## src/rtl/sr_ff_exerciser.sv

```systemverilog
// -----------------------------------------------------------------------------
// sr_ff_exerciser
//
// Stimulus generator and response checker for SR flip-flops. A run starts
// with a reset vector (S=0, R=1) that forces a known Q=0, then applies
// NUM_STEPS pseudo-random S/R vectors taken from an 8-bit LFSR. Each vector is
// held for HOLD_CYCLES clocks. On the last clock of each vector the reference
// model of Q is updated and, whenever the model value is known, Q/Q_bar from
// the flip-flop under test are compared against it.
//
// Ports
//   clk        in   single rising-edge clock
//   reset      in   asynchronous, active-low reset
//   start      in   one-cycle pulse that begins a run; ignored while busy/done
//   q, q_bar   in   outputs of the flip-flop under test
//   s, r       out  registered S/R drive to the flip-flop under test
//   busy       out  high from the cycle after start through the final sample
//   done       out  one-cycle pulse after the final sample
//   pass       out  set at done when no mismatch was seen; cleared on start
//   err_count  out  mismatching samples in the current run (saturating)
//   chk_count  out  samples actually compared in the current run (saturating)
// -----------------------------------------------------------------------------
module sr_ff_exerciser #(
    parameter int unsigned NUM_STEPS   = 16,
    parameter int unsigned HOLD_CYCLES = 2,
    parameter logic [7:0]  SEED        = 8'hA5,
    parameter int unsigned ERR_W       = 8
) (
    input  logic             clk,
    input  logic             reset,
    input  logic             start,
    input  logic             q,
    input  logic             q_bar,
    output logic             s,
    output logic             r,
    output logic             busy,
    output logic             done,
    output logic             pass,
    output logic [ERR_W-1:0] err_count,
    output logic [ERR_W-1:0] chk_count
);

    typedef enum logic [1:0] {
        ST_IDLE,
        ST_INIT,
        ST_DRIVE,
        ST_DONE
    } state_t;

    localparam int unsigned HCW       = $clog2(HOLD_CYCLES);
    localparam logic [HCW-1:0] HOLD_LAST = HCW'(HOLD_CYCLES - 1);
    localparam logic [7:0] STEP_LAST  = 8'(NUM_STEPS);
    // An all-zero LFSR would lock up, so a zero seed is promoted to 1.
    localparam logic [7:0] SEED_EFF   = (SEED == 8'h00) ? 8'h01 : SEED;

    // Registered state
    state_t           r_state;
    logic [7:0]       r_lfsr;
    logic             r_q_exp;
    logic             r_known;
    logic [7:0]       r_step;
    logic [HCW-1:0]   r_hold_cnt;
    logic             r_s;
    logic             r_r;
    logic             r_busy;
    logic             r_done;
    logic             r_pass;
    logic [ERR_W-1:0] r_err;
    logic [ERR_W-1:0] r_chk;

    // Next-state values
    state_t           w_state;
    logic [7:0]       w_lfsr;
    logic             w_q_exp;
    logic             w_known;
    logic [7:0]       w_step;
    logic [HCW-1:0]   w_hold_cnt;
    logic             w_s;
    logic             w_r;
    logic             w_busy;
    logic             w_done;
    logic             w_pass;
    logic [ERR_W-1:0] w_err;
    logic [ERR_W-1:0] w_chk;

    // Helpers
    logic [7:0]       w_lfsr_next;
    logic             w_last;
    logic             w_q_exp_upd;
    logic             w_known_upd;
    logic             w_mis;
    logic             w_final;
    logic [ERR_W-1:0] w_err_after;
    logic [ERR_W-1:0] w_chk_after;

    // x^8 + x^6 + x^5 + x^4 + 1, shifting left with feedback into bit 0.
    assign w_lfsr_next = {r_lfsr[6:0], r_lfsr[7] ^ r_lfsr[5] ^ r_lfsr[4] ^ r_lfsr[3]};
    assign w_last      = (r_hold_cnt == HOLD_LAST);

    // Reference model update for the vector currently being held. INIT always
    // establishes Q=0; afterwards the SR truth table applies, with S=R=1
    // leaving the model undefined until the next set or reset.
    always_comb begin
        w_q_exp_upd = r_q_exp;
        w_known_upd = r_known;
        if (r_state == ST_INIT) begin
            w_q_exp_upd = 1'b0;
            w_known_upd = 1'b1;
        end else begin
            unique case ({r_s, r_r})
                2'b10:   begin w_q_exp_upd = 1'b1; w_known_upd = 1'b1; end
                2'b01:   begin w_q_exp_upd = 1'b0; w_known_upd = 1'b1; end
                2'b11:   w_known_upd = 1'b0;
                default: ;
            endcase
        end
    end

    // One error per sample, whether Q, Q_bar or both are wrong.
    assign w_mis = (q != w_q_exp_upd) || (q_bar != ~w_q_exp_upd);

    // Counters as they will stand after this cycle's sample (only meaningful
    // on the last hold cycle); both saturate at all-ones.
    always_comb begin
        w_chk_after = r_chk;
        w_err_after = r_err;
        if (w_known_upd) begin
            if (r_chk != '1) w_chk_after = r_chk + 1'b1;
            if (w_mis && (r_err != '1)) w_err_after = r_err + 1'b1;
        end
    end

    // The INIT step is final only when no random steps were requested.
    assign w_final = (r_state == ST_INIT) ? (NUM_STEPS == 0) : (r_step == STEP_LAST);

    // NOTE: every signal gets its hold value before the case statement, so no
    // path through this block can leave a signal unassigned and infer a latch.
    always_comb begin
        w_state    = r_state;
        w_lfsr     = r_lfsr;
        w_q_exp    = r_q_exp;
        w_known    = r_known;
        w_step     = r_step;
        w_hold_cnt = r_hold_cnt;
        w_s        = r_s;
        w_r        = r_r;
        w_busy     = r_busy;
        w_done     = 1'b0;
        w_pass     = r_pass;
        w_err      = r_err;
        w_chk      = r_chk;

        unique case (r_state)
            ST_IDLE: begin
                if (start) begin
                    w_state    = ST_INIT;
                    w_s        = 1'b0;
                    w_r        = 1'b1;
                    w_busy     = 1'b1;
                    w_pass     = 1'b0;
                    w_err      = '0;
                    w_chk      = '0;
                    w_lfsr     = SEED_EFF;
                    w_step     = 8'd0;
                    w_hold_cnt = '0;
                end
            end

            ST_INIT, ST_DRIVE: begin
                if (w_last) begin
                    w_q_exp = w_q_exp_upd;
                    w_known = w_known_upd;
                    w_chk   = w_chk_after;
                    w_err   = w_err_after;
                    if (w_final) begin
                        w_state = ST_DONE;
                        w_busy  = 1'b0;
                        w_done  = 1'b1;
                        w_pass  = (w_err_after == '0);
                        w_s     = 1'b0;
                        w_r     = 1'b0;
                    end else begin
                        w_state    = ST_DRIVE;
                        w_lfsr     = w_lfsr_next;
                        w_s        = w_lfsr_next[0];
                        w_r        = w_lfsr_next[1];
                        w_step     = r_step + 8'd1;
                        w_hold_cnt = '0;
                    end
                end else begin
                    w_hold_cnt = r_hold_cnt + 1'b1;
                end
            end

            ST_DONE: begin
                // start is deliberately not examined here.
                w_state = ST_IDLE;
            end

            default: w_state = ST_IDLE;
        endcase
    end

    // NOTE: state updates use non-blocking assignments so every register
    // samples the pre-edge values, independent of statement order.
    // NOTE: every register, including the model and LFSR, is reset; an
    // aborted run must leave nothing behind that could leak into the next one.
    always_ff @(posedge clk or negedge reset) begin
        if (!reset) begin
            r_state    <= ST_IDLE;
            r_lfsr     <= SEED_EFF;
            r_q_exp    <= 1'b0;
            r_known    <= 1'b0;
            r_step     <= 8'd0;
            r_hold_cnt <= '0;
            r_s        <= 1'b0;
            r_r        <= 1'b0;
            r_busy     <= 1'b0;
            r_done     <= 1'b0;
            r_pass     <= 1'b0;
            r_err      <= '0;
            r_chk      <= '0;
        end else begin
            r_state    <= w_state;
            r_lfsr     <= w_lfsr;
            r_q_exp    <= w_q_exp;
            r_known    <= w_known;
            r_step     <= w_step;
            r_hold_cnt <= w_hold_cnt;
            r_s        <= w_s;
            r_r        <= w_r;
            r_busy     <= w_busy;
            r_done     <= w_done;
            r_pass     <= w_pass;
            r_err      <= w_err;
            r_chk      <= w_chk;
        end
    end

    assign s         = r_s;
    assign r         = r_r;
    assign busy      = r_busy;
    assign done      = r_done;
    assign pass      = r_pass;
    assign err_count = r_err;
    assign chk_count = r_chk;

endmodule

```

## config.mk

```make
export PLATFORM = sky130hd
export DESIGN_NAME = sr_ff_exerciser
export DESIGN_NICKNAME = d
export VERILOG_FILES = /design/src/rtl/sr_ff_exerciser.sv
export SDC_FILE = /design/constraint.sdc
export NUM_CORES = 1
export LEC_CHECK = 0
export CORE_MARGIN = 1
export CORE_UTILIZATION = 57
export DETAILED_ROUTE_END_ITERATION = 8
export PLACE_DENSITY = 0.84
export SLEW_MARGIN = 10
export SYNTH_ARGS = -nofsm -noshare
export SYNTH_HDL_FRONTEND = slang
export SYNTH_SLANG_ARGS = --single-unit
```

## constraint.sdc

```tcl
create_clock -name clk -period 2.4 [get_ports clk]
set_input_delay 0.48 -clock clk [delete_from_list [all_inputs] [get_ports clk]]
set_output_delay 0.48 -clock clk [all_outputs]
set_load 0.1 [all_outputs]
```

==> reports/results.env, run 1 <==
WORST_PATH_LARGEST_CELL_DELAY_PS=500
GRT.TOTAL_USAGE_PCT=25.93
CLOCK_SKEW_PS=8.442
SYN-MEAN-INSTANCE-AREA_UM2=9.443
CRIT_ARRIVAL_PS=2520
FINAL-INSTANCE-COUNT-EXCL-FILL=350
SYN_TO_FINAL_GROWTH_PCT=16.80
MAXSLEWHEADROOM_PCT=42.31
SYNTH_NETS=279
OUTCOME='completed'
CRITICAL_PATH.MAX_FANOUT=7
CRIT_SLOWEST_CELL='dfrtp_4'
CTS_MADE_BUFFERS=5
SEQUENTIAL_CELL_AREA_FRACTION_IN_THE_YOSYS_REPORT_PCT=42.20
PLACE_INST=342
POSTLAYOUTCOREUTIL_PCT=71.02
MAX_CAP_VIOLATIONS=0
CLOCK_LATENCY_REPORTED_FOR_THE_LATE_SIDE_OF_THE_WORST_SKEW_PAIR_PS=290
NUM_ANTENNA_CELLS=0
DETAILEDPLACEMENTHPWL_UM=4012
POST_ROUTE_CELLS_DRIVE_ABOVE_1_SHARE_PCT=23.33
TIMING.CRITICAL_PATH.CELLS='inv_2 > ha_4 > mux2_4 > nor4bb_4 > or3_4 > or4_1 > o211ai_1'
GRT_MAX_DEGREE=34
CTS_MAX_PATH_BUFFERS=2
FLOORPLAN.DIE.HEIGHT_UM=68.26
POST-SYNTH-TOP-COUNT-CELL='dfrtp_1'
YOSYS.CELL_TYPES.COUNT=57
SYNTHFLOPTYPE='dfrtp_1'
SYNTH-ASYNC-RESET-RATIO_PCT=100.0
FINAL-SETUP-VIOL-COUNT=0
CTSROOTBUFFERMASTER='clkbuf_8'
CTS_TREE='done'
SYNTH_AREA_LEADERS='dfrtp_1 (38%), ha_1 (4.5%), dfstp_2 (4.2%)'
HOLDCRITPATHCLASS='primary input to asynchronous set/reset pin'
CTS-HOLD-FIX-BUFFERS=0
MAXIMUM_CLOCK_FREQUENCY_GHz=0.4331
POST_SYNTH_TOP_AREA_SHARE_PCT=38.00
NUM_VIAS=2120
SYNTH-EDFF-COUNT=0
CHIPWIDTH_UM=68.26
VIA_DENSITY_PER_INSTANCE=6.057
PLACEABLECOREAREA_UM2=4115
MAPPEDNETLISTAREA_UM2=2502
SYNTH.TOP_CELLS.BY_COUNT='dfrtp_1 (38), nand2_1 (25), nor2_1 (21), inv_1 (14)'
CRITPATHREQUIREDTIME_PS=2610
NUMBER_OF_DRC_VIOLATIONS_AFTER_DETAILED_ROUTING_ITERATION_0=143
POSTSYNTHREGISTERBITS=42
GRT_FIRST_PASS_WIRELENGTH_UM=8928
NUM_ROWS=23
DR_WL_CELL_UM=15.67
REGTOREGSETUPSLACK_PS=90
FIN_NETS=313
SYN_INST=265
PIN_COUNT=26
GRT_OVERFLOW_TOTAL=0
CTS.SINK_COUNT=42
PLACE.GP.CONGESTION=0.8807
PATH_CLASS='flop to flop'
START_UTIL_PCT=60.81
LAYOUT_MIN_CYCLE_TIME_PS=2309
ROUTE.FINAL.WIRE_LENGTH_UM=5485
HOLD-WORST-SLACK_PS=246.4
FINALHOLDVIOLCOUNT=0
PORT_BUFFERS=25
GRT_SETUP_UNREPAIRED='false'
DRC_ERRORS=0
R2R-START='s'
CTS_MAX_LEVEL=2
SYNTH_TOP_CELL_BY_AREA='dfrtp_1'
ANTENNA_VIOLATING_NETS_POST_ROUTE=0
YOSYS_WARNINGS=0
R2R.WORST_PATH.CELLS=7
DRT_PASS1_ITERATIONS=4
CLK_PIN_SLEW_WORST_PATHS_PS=80
FIRST_GLOBAL_VIAS=1875
LAYOUT_WORST_PATH_CYCLE_SHARE_PCT=96.21
CP-START-KIND='flop'
GRT_ANTENNA_BEFORE_REPAIR=0
TIMING.RR.END='err_count[7]'
CRIT_PATH_END_KIND='flop'
FINAL_MAX_SLEW_VIOL_COUNT=0
TIMING_WORST_SLEW_PIN_VALUE_PS=858.7
DIEAREA_UM2=4659
-- area by class of cell --
cell class | count | area (um^2)
Sequential cell | 42 | 1067
Timing Repair Buffer | 40 | 305.3
Inverter | 14 | 52.55
Fill cell | 298 | 1192
Clock buffer | 6 | 72.57
Tap cell | 50 | 62.56
Multi-Input combinational cell | 196 | 1325
Clock inverter | 2 | 37.54
-- state kept, by name (all words and copies together), names as in the netlist, 2 cells and up --
signal	cells
chk_count	8
err_count	8
r_lfsr	8
r_step	8
r_state	2
-- layout by cell type (no fill, tap or decap), drive strengths merged, types with 5 or more instances in the layout --
cell / synthesis / routed
and3: 6 / 6
a22o: 8 / 8
nand2: 25 / 25
nor2: 21 / 21
dfrtp: 38 / 38
clkbuf: 7 / 6
inv: 14 / 14
o211ai: 5 / 5
nand3: 12 / 12
ha: 9 / 9
a31oi: 6 / 6
nor3: 7 / 7
buf: 6 / 37
o21ai: 12 / 12
xnor2: 9 / 9
a21o: 5 / 5
xor2: 6 / 6
a21oi: 12 / 12
and2: 5 / 5
-- cell families (layout without fill, tap and decap cells) --
group                    count (synthesis)  count (layout)  synth area share, %
XOR/XNOR                                15              15                5.250
buffers and inverters                   27              62                5.900
multiplexers                             3               3                1.450
AO/OA/AOI/OAI                           67              67                18.55
flip-flops                              42              42                42.20
adder cells (fa/ha/maj)                  9               9                4.500
AND/OR/NAND/NOR                        102             102                22.15
-- routing by layer --
metal	vias to the layer above	global-route usage, %	part of all wire (%)
li1	1026	-	-
met1	1024	36.13	49
met2	64	39.95	44
met3	6	5.667	6.2
met4	0	7.813	0.95
met5	-	0	0
-- how the worst max path moves through the flow --
stage                             from      endpoint  slack [ps]  cells past startpoint
after floorplan           err_count[1]  err_count[7]         -60                      6
after global placement           q_bar  err_count[1]          90                      6
after detailed placement         q_bar  err_count[1]          50                      6
after CTS                            s  err_count[1]          30                      7
after global routing                 s  err_count[5]          20                      7
final                                s  err_count[7]          90                      7
-- worst max-delay path, delay by kind of cell (launching register included) --
family	cells	cell delay [ps]
mux	1	300
fa+ha+maj	1	210
flops	1	500
buf+inv	1	80
compound gates	1	100
simple gates	3	1030
-- repair_timing --
| item | in CTS | in global routing |
|---|---|---|
| endpoints found under the hold margin | 0 | 0 |
| gates resized for setup | 0 | 3 |
| setup endpoints to repair | 0 | 8 |
| buffers inserted | 0 | 0 |
-- metrics by stage --
stage	setup TNS [ps]	instance area, um^2	setup WS, ps
after detailed placement	0	2799	46.31
after global routing	0	2923	23.86
after global placement	0	2799	88.65
after floorplan	-57.89	2526	-57.89
after CTS	0	2909	29.00
final	0	2923	91.01
Power of run 1 is left out: the tool's default activity adds up to more than one toggle a clock period on the data nets, which glitch-free logic cannot reach.
==> run 2, diff against run 1 <==
--- a/config.mk
+++ b/config.mk
@@ -5,10 +5,11 @@
 export SDC_FILE = /design/constraint.sdc
 export NUM_CORES = 1
 export LEC_CHECK = 0
+export ABC_AREA = 1
 export CORE_MARGIN = 1
-export CORE_UTILIZATION = 57
+export CORE_UTILIZATION = 56
 export DETAILED_ROUTE_END_ITERATION = 8
-export PLACE_DENSITY = 0.84
+export PLACE_DENSITY = 0.83
 export SLEW_MARGIN = 10
 export SYNTH_ARGS = -nofsm -noshare
 export SYNTH_HDL_FRONTEND = slang
==> reports/results.env, run 2 <==
CTS_MAX_LEVEL=2
NUM_ANTENNA_CELLS=0
GRT_ANTENNA_BEFORE_REPAIR=0
GRT_MAX_DEGREE=23
SYNTH_AREA_LEADERS='dfrtp_1 (40%), nand2_1 (9.2%), inv_1 (6.6%)'
CRIT_PATH_END_KIND='flop'
POST-ROUTE-WORST-SETUP-SLACK_PS=253.1
CP_COMMON_CELL='inv_4'
CP-START-KIND='flop'
NUM_ROWS=23
PLACE.GP.CONGESTION=0.7817
DRT_PASS1_ITERATIONS=4
HOLDCRITPATHCLASS='primary input to asynchronous set/reset pin'
FINAL-SETUP-VIOL-COUNT=0
LEADING_CELL_TYPE_IN_THE_LAYOUT_FILL_AND_TAPS_EXCLUDED='nand2_1'
CRITPATHTOPFAMILY='buffers and inverters'
SYNTH-EDFF-COUNT=0
CTS_MAX_PATH_BUFFERS=2
MAX_CAP_VIOLATIONS=0
WORST_PATH_LARGEST_CELL_DELAY_PS=410
PORT_BUFFERS=25
DR_WL_CELL_UM=13.86
POST-SYNTH-TOP-COUNT-CELL='nand2_1'
CTS_MADE_BUFFERS=5
ROUTE.FINAL.WIRE_LENGTH_UM=5212
DRC_ERRORS=0
PATH_CLASS='flop to flop'
PRE_CTS_WS_PS=158.0
CTS-HOLD-FIX-BUFFERS=0
SYNTH-ASYNC-RESET-RATIO_PCT=100.0
START_UTIL_PCT=59.30
SYNTH_NETS=307
PIN_COUNT=26
FLOORPLAN.DIE.HEIGHT_UM=67.55
POST_ROUTE_CELLS_DRIVE_ABOVE_1_SHARE_PCT=22.39
DIEAREA_UM2=4562
GRT_OVERFLOW_TOTAL=0
CHIPWIDTH_UM=67.55
SEQUENTIAL_CELL_AREA_FRACTION_IN_THE_YOSYS_REPORT_PCT=43.89
MOSTFREQUENTLAYOUTCELLS='nand2_1 (59), inv_1 (42), dfrtp_1 (36)'
DETAILEDPLACEMENTHPWL_UM=3878
SYN_TO_FINAL_GROWTH_PCT=16.80
MAPPEDNETLISTAREA_UM2=2406
SYNTHFLOPTYPE='dfrtp_1'
CTS_TREE='done'
FINAL_MAX_SLEW_VIOL_COUNT=0
FINALHOLDVIOLCOUNT=0
GRT_FIRST_PASS_WIRELENGTH_UM=8562
GRT.TOTAL_USAGE_PCT=25.84
SYNTH_TOP_CELL_BY_AREA='dfrtp_1'
MAXIMUM_CLOCK_FREQUENCY_GHz=0.4658
CLK_PIN_SLEW_WORST_PATHS_PS=90
FIRST_GLOBAL_VIAS=1945
FIN_NETS=339
CTS.SINK_COUNT=42
SETUP_TNS_PS=0
YOSYS.CELL_TYPES.COUNT=37
CRIT_ARRIVAL_PS=2360
TIMING_WORST_SLEW_PIN_VALUE_PS=503.7
SYN_INST=293
CTSROOTBUFFERMASTER='clkbuf_8'
ANTENNA_VIOLATING_NETS_POST_ROUTE=0
SYN-MEAN-INSTANCE-AREA_UM2=8.212
YOSYS_WARNINGS=0
SYNTH.TOP_CELLS.BY_COUNT='nand2_1 (59), inv_1 (42), dfrtp_1 (38), o21ai_0 (28), nor2_1 (24)'
CRITPATHREQUIREDTIME_PS=2610
CLOCK_LATENCY_REPORTED_FOR_THE_LATE_SIDE_OF_THE_WORST_SKEW_PAIR_PS=300
MAXSLEWHEADROOM_PCT=66.42
LAYOUT_MIN_CYCLE_TIME_PS=2147
OUTCOME='completed'
FINAL_AREA_UM2=2810
CRIT_SLOWEST_CELL='ha_2'
GRT_SETUP_UNREPAIRED='false'
POSTSYNTHREGISTERBITS=42
DPL_CELL_AREA_UM2=2655
PLACEABLECOREAREA_UM2=4058
NUM_VIAS=2037
CLOCK_SKEW_PS=13.85
LAYOUT_WORST_PATH_CYCLE_SHARE_PCT=89.45
VIA_DENSITY_PER_INSTANCE=5.418
CRITICAL_PATH.N_BUFFERS_INVERTERS=4
CRITICAL_PATH.MAX_FANOUT=12
TIMING.CRITICAL_PATH.CELLS='inv_1 > ha_2 > o21ai_1 > nor2_4 > nand2_4 > inv_4 > nand2_8 > inv_4 > nor2_8 > buf_4 > o31ai_2'
POST_SYNTH_TOP_AREA_SHARE_PCT=39.52
NUMBER_OF_DRC_VIOLATIONS_AFTER_DETAILED_ROUTING_ITERATION_0=156
[run 2: cell types whose count changed after synthesis, sizes merged, moves of 6 or more]
cell	previous run	this run
xnor2	9	3
nand2	25	67
o21ai	12	32
inv	14	49
and3	6	0
a22o	8	0
nor2	21	29
clkbuf	7	1
[run 2: cell families after synthesis]
family / share of synthesized area [%]
AND/OR/NAND/NOR: 25.90
buffers and inverters: 9.464
AO/OA/AOI/OAI: 13.16
flip-flops: 43.89
adder cells (fa/ha/maj): 4.680
XOR/XNOR: 2.912
[run 2: final timing paths]
kind	start	slack, ps	cells after the start	end
min	reset	140	1	chk_count[4]
min in group clk	r_q_exp	500	2	r_q_exp
max	r_state[0]	250	11	chk_count[7]
max reg2reg	r_state[0]	250	11	chk_count[7]
max in group asynchronous	reset	1530	2	r_lfsr[2]
min reg2reg	r_q_exp	500	2	r_q_exp
[run 2: metrics by stage]
stage	util [%]	hold slack, ps	std cells
after floorplan	-	184.4	293
after global placement	65.43	463.7	367
after detailed placement	65.43	471.3	367
after CTS	68.95	149.7	375
after global routing	69.26	177.0	376
final	69.26	137.5	376
[run 2: area by class of cell]
class                      count  area [um^2]
clock buffer                   6        82.58
clock inverter                 2        60.06
fill                         313         1247
inverter                      49        188.9
multi-input combinational    197         1127
sequential                    42         1059
tap                           50        62.56
timing repair buffer          30        230.2
[run 2: layer usage]
| layer | track usage, % | up-vias | wire length, um |
|---|---|---|---|
| met5 | 0 | - | 0 |
| met4 | 11.44 | 0 | 125 |
| met3 | 4.392 | 14 | 180 |
| met2 | 42.95 | 54 | 2559 |
| met1 | 32.72 | 954 | 2348 |
| li1 | - | 1015 | - |
[run 2: timing repair]
action / CTS / global route
endpoints found under the setup margin: 0 / 1
buffers inserted: 0 / 1
endpoints found under the hold margin: 0 / 0
resized for setup: 0 / 2
Power of run 2 is left out for the same reason.
==> run 3, diff against run 2 <==
--- a/config.mk
+++ b/config.mk
@@ -10,6 +10,7 @@
 export CORE_UTILIZATION = 56
 export DETAILED_ROUTE_END_ITERATION = 8
 export PLACE_DENSITY = 0.83
+export RECOVER_POWER = 25
 export SLEW_MARGIN = 10
 export SYNTH_ARGS = -nofsm -noshare
 export SYNTH_HDL_FRONTEND = slang
==> constraint.sdc (replaced) <==
create_clock -name clk -period 2.1 [get_ports clk]
set_input_delay 0.42 -clock clk [delete_from_list [all_inputs] [get_ports clk]]
set_output_delay 0.42 -clock clk [all_outputs]
set_load 0.1 [all_outputs]
==> reports/results.env, run 3 (synthesis results as in run 2) <==
TIMING.CRITICAL_PATH.CELLS='inv_1 > ha_1 > o21ai_1 > nor2_4 > nand2_4 > inv_4 > nand2_8 > inv_4 > nor2_8 > inv_2 > a21oi_1 > nor2_1'
NUMBER_OF_DRC_VIOLATIONS_AFTER_DETAILED_ROUTING_ITERATION_0=133
R2R-START='r_state[0]'
CP-STARTPOINT='r_state[0]'
FINALHOLDVIOLCOUNT=0
VIA_DENSITY_PER_INSTANCE=5.216
NFILLCELLS=306
ROUTE.FINAL.WIRE_LENGTH_UM=5113
CTS_MADE_BUFFERS=5
MAXIMUM_CLOCK_FREQUENCY_GHz=0.5014
FINAL-SETUP-VIOL-COUNT=0
HOLDCRITPATHCLASS='primary input to asynchronous set/reset pin'
CRIT_PATH_END_KIND='flop'
FIN_NETS=348
CLK_PIN_SLEW_WORST_PATHS_PS=90
TIMING_WORST_SLEW_PIN_VALUE_PS=948.3
SYN_TO_FINAL_GROWTH_PCT=20.02
GRT_SETUP_UNREPAIRED='true'
NUM_ANTENNA_CELLS=0
POST_ROUTE_CELLS_DRIVE_ABOVE_1_SHARE_PCT=27.76
CRITPATHREQUIREDTIME_PS=2270
CLOCK_LATENCY_REPORTED_FOR_THE_LATE_SIDE_OF_THE_WORST_SKEW_PAIR_PS=290
MAX_CAP_VIOLATIONS=0
DRT_PASS1_ITERATIONS=4
CTS-HOLD-FIX-BUFFERS=0
CRIT_ARRIVAL_PS=2170
LEADING_CELL_TYPE_IN_THE_LAYOUT_FILL_AND_TAPS_EXCLUDED='nand2_1'
NUM_VIAS=2008
LAYOUT_MIN_CYCLE_TIME_PS=1994
CP_COMMON_CELL='inv_4'
START_UTIL_PCT=59.30
FINAL_MAX_SLEW_VIOL_COUNT=0
CTSROOTBUFFERMASTER='clkbuf_8'
CTS_MAX_LEVEL=2
MAXSLEWHEADROOM_PCT=36.78
CTS_TREE='done'
PLACEABLECOREAREA_UM2=4058
FIRST_GLOBAL_VIAS=1858
GRT_OVERFLOW_TOTAL=0
DETAILEDPLACEMENTHPWL_UM=3776
CRIT_SLOWEST_CELL='dfrtp_1'
ANTENNA_VIOLATING_NETS_POST_ROUTE=0
NUM_ROWS=23
CP-START-KIND='flop'
DR_WL_CELL_UM=13.28
GRT_ANTENNA_BEFORE_REPAIR=0
CHIPWIDTH_UM=67.55
CLOCK_SKEW_PS=11.31
MOSTFREQUENTLAYOUTCELLS='nand2_1 (55), inv_1 (38), buf_4 (32)'
CRITICAL_PATH.MAX_FANOUT=8
CTS.SINK_COUNT=42
SETUP_TNS_PS=0
CTS_MAX_PATH_BUFFERS=2
LAYOUT_WORST_PATH_CYCLE_SHARE_PCT=94.97
GRT.TOTAL_USAGE_PCT=24.62
PORT_BUFFERS=25
DRC_ERRORS=0
OUTCOME='completed'
FLOORPLAN.DIE.HEIGHT_UM=67.55
GRT_FIRST_PASS_WIRELENGTH_UM=8300
DIEAREA_UM2=4562
WORST_PATH_LARGEST_CELL_DELAY_PS=380
PIN_COUNT=26
PATH_CLASS='flop to flop'
GRT_MAX_DEGREE=18
PLACE.GP.CONGESTION=0.7975
[run 3: cell types whose count changed in the layout (fill, tap and decap cells not counted), sizes merged]
cell / delta
clkbuf: +4
bufinv: -2
buf: +6
clkinv: +1
[run 3: cell type report]
cell class / count / area [um^2] / area share, %
tap: 50 / 62.56 / 2.166
clock buffer: 7 / 86.33 / 2.990
multi-input combinational: 197 / 1169 / 40.47
inverter: 49 / 193.9 / 6.716
sequential: 42 / 1070 / 37.05
clock inverter: 1 / 5.005 / 0.1733
timing repair buffer: 39 / 301.5 / 10.44
[run 3: stage by stage]
| step | hold WS, ps | setup WS (ps) | util [%] | area, um^2 | std cells |
|---|---|---|---|---|---|
| 6_report | 140.2 | 105.7 | 71.17 | 2888 | 385 |
| 5_1_grt | 173.8 | -92.95 | 71.17 | 2888 | 385 |
| 4_1_cts | 5.577 | 9.685 | 69.44 | 2818 | 383 |
| 3_5_place_dp | 320.2 | 17.73 | 67.19 | 2726 | 375 |
| 3_3_place_gp | 314.4 | 81.94 | 67.19 | 2726 | 375 |
| 2_1_floorplan | 124.4 | 0.4103 | - | 2420 | 293 |
[run 3: path summary, 6_finish.rpt]
| check | to | slack [ps] | depth (start not counted) |
|---|---|---|---|
| max | chk_count[2] | 110 | 12 |
| min | err_count[1] | 140 | 1 |
| max reg2reg | chk_count[2] | 110 | 12 |
| min reg2reg | r_lfsr[2] | 500 | 2 |
| max in group asynchronous | s | 570 | 2 |
| min in group clk | r_lfsr[2] | 500 | 2 |
[run 3: critical path: cells and delay by family (launching register included)]
kind | cells | cell delay, ps
simple gates | 5 | 480
buf+inv | 4 | 240
flops | 1 | 380
compound gates | 2 | 420
fa+ha+maj | 1 | 340
[run 3: per-layer routing]
layer / wire length [um] / track usage [%]
met4: 57 / 7.181
met2: 2444 / 40.10
met1: 2413 / 33.76
met5: 0 / 0
met3: 197 / 3.547
[run 3: timing repair]
| action | 4_1_cts | 5_1_grt |
|---|---|---|
| endpoints found under the setup margin | 0 | 11 |
| gates resized for setup | 0 | 18 |
| buffers inserted | 0 | 2 |
Power of run 3 is left out for the same reason.
==> variant, RTL diff (flow settings as in run 3) <==
Change the parameter `NUM_STEPS` from 16 to 15.
--- a/src/rtl/sr_ff_exerciser.sv
+++ b/src/rtl/sr_ff_exerciser.sv
@@ -22,5 +22,5 @@
 // -----------------------------------------------------------------------------
 module sr_ff_exerciser #(
-    parameter int unsigned NUM_STEPS   = 16,
+    parameter int unsigned NUM_STEPS   = 15,
     parameter int unsigned HOLD_CYCLES = 2,
     parameter logic [7:0]  SEED        = 8'hA5,
Check against the original RTL: no difference found for any inputs over 10 cycles, from zero or initial values and one cycle with reset low; that may be too few to reach the edited logic, so the function may still have changed.
==> variant against run 3 <==
  * The run now ends with capacitance limit, slew limit left
  * Synthesized area shrank 2.5%
  * Final area shrank 2.6%
  * Worst setup slack improved by 0.019 ns
  * Maximum frequency rose by 0.98%
  * Routed wire length up 2.7%
  * Clock skew is 0.00058 ns higher
  * Sequential cell count unchanged
  * Critical endpoint is now pass$_DFFE_PN0P_
  * Largest cell class unchanged
  * Highest routed layer unchanged
==> variant: results (changes against run 3) <==
| Metric | Value |
|---|---|
| Status | finished with violations (was completed) |
| Violations in the final reports | capacitance limit, slew limit |
| Initial DRC count | 169 (was 133) |
| Max FO, Critical Path | 5 (was 8) |
| CP top delay family | simple AND/OR/NAND/NOR gates (unchanged) |
| Clock buf/inv share | 3.25% (was 3.16%) |
| Rows | 23 (unchanged) |
| Largest net degree at the start of global routing | 29 (was 18) |
| Avg Cell Area, Syn | 8.01 um^2 (was 8.21 um^2) |
| Max VDD drop | 0.996 mV |
| PortBufs | 25 (unchanged) |
| FF+latch count | 42 (unchanged) |
| Setup Skew | 0.0119 ns (was 0.0113 ns) |
| P_leak | 0.00134 uW |
| Layout cell share with drive strength beyond 1 | 24.0% (was 27.8%) |
| Most frequent cells after synthesis | nand2_1, inv_1, dfrtp_1 (unchanged) |
| Nets | 345 (was 348) |
| DP HPWL | 3830 um (was 3780 um) |
| Register area share after synthesis | 45.0% (was 43.9%) |
| Share of flip-flops with an asynchronous set or reset | 100% (unchanged) |
| Placed insts | 373 (was 375) |
| Total Routing Usage GR | 25.6% (was 24.6%) |
| WL final | 5250 um (was 5110 um) |
| Setup WS pre-CTS | 0.0608 ns (was 0.0177 ns) |
| Slowest stage delay, CP | 0.48 ns (was 0.38 ns) |
| Via density | 5.33 (was 5.22) |
| CP max stage cell | dfrtp_4 (was dfrtp_1) |
| Synth Warn # | 0 (unchanged) |
| GPL Wtd Cong | 0.864 (was 0.798) |
| Seq area share | 38.0% (was 37.0%) |
| Multi-input gate count | 199 (was 197) |
| Mapped Nets | 306 (was 307) |
| Filler Cell Count | 306 (unchanged) |
| Synth top area cells | dfrtp_1, nand2_1, inv_1, dfstp_2, ha_1 (was dfrtp_1, nand2_1, inv_1, o21ai_0, ha_1) |
| Drt first pass iters | 4 (unchanged) |
| Worst-Margin Slew | 1.54 ns (was 0.948 ns) |
| First-pass GRT wire length | 8420 um (was 8300 um) |
| Final cell count without fillers | 383 (was 385) |
| H-tree levels | 2 (unchanged) |
| Multi-input combinational area share | 40.6% (was 40.5%) |
| Multi-input gate area | 1140 um^2 (was 1170 um^2) |
| Initial antenna violation count | 0 (unchanged) |
| Number of max-cap violations | 1 (was 0) |
| Insertion delay to the later sink of the worst-skew pair | 0.30 ns |
| CTS Root Cell | clkbuf_8 (unchanged) |
| Synth unique cells | 30 (was 37) |
| Placed Area | 2660 um^2 (was 2730 um^2) |
| Non-clk invs | 50 (was 49) |
| Non-clk bufs | 34 (was 39) |
| Non-clock buffering overhead | 9.21% (was 10.4%) |
| Slew Viols, Final | 29 (was 0) |
| Top FF cell, synth | dfrtp_1 (unchanged) |
-- variant: cell types whose count changed in the layout (fill, tap and decap cells not counted), sizes merged, moves of 3 or more --
cell | before | now
nand2 | 67 | 74
a21oi | 7 | 12
o21ai | 32 | 24
buf | 33 | 30
-- variant: final timing paths --
kind,slack [ns],to,cells after the start,startpoint
worst min register to register,0.49,r_lfsr[7]$_DFFE_PN1P_,2,r_lfsr[6]$_DFFE_PN0P_
worst max-delay path,0.13,pass$_DFFE_PN0P_,13,s$_DFFE_PN0P_
worst max register to register,0.13,pass$_DFFE_PN0P_,13,s$_DFFE_PN0P_
max in group asynchronous,0.51,s$_DFFE_PN0P_,1,reset
min in group clk,0.49,r_lfsr[7]$_DFFE_PN1P_,2,r_lfsr[6]$_DFFE_PN0P_
worst min-delay path,0.48,err_count[2]$_DFFE_PN0P_,1,reset
-- variant: report_power, final --
part	internal, uW	switching [uW]	leakage, uW
logic	720	1740	0.000750
registers	1060	154	0.000539
clock network	266	285	0.0000482
-- variant: per-layer routing --
| layer | GRT usage, % | vias up | part of all wire (%) |
|---|---|---|---|
| met2 | 44.4 | 47 | 51 |
| met4 | 11.4 | 0 | 3.0 |
| met3 | 6.16 | 15 | 3.8 |
| met1 | 29.6 | 965 | 42 |
| met5 | 0 | - | 0 |
| li1 | - | 1015 | - |
-- variant: cell families (layout without fill, tap and decap cells) --
logic type,count (synthesis),count (layout),synth area share [%]
adder cells (fa/ha/maj),8,8,4.27
flip-flops,42,42,45.0
AND/OR/NAND/NOR,132,133,26.9
buffers and inverters,53,92,8.80
AO/OA/AOI/OAI,49,49,11.7
XOR/XNOR,9,9,3.36
-- variant: what timing repair did --
item / CTS / global route
gates resized for setup: 0 / 14
hold buffers: 0 / 0
buffers inserted: 0 / 1
setup endpoints to repair: 0 / 7
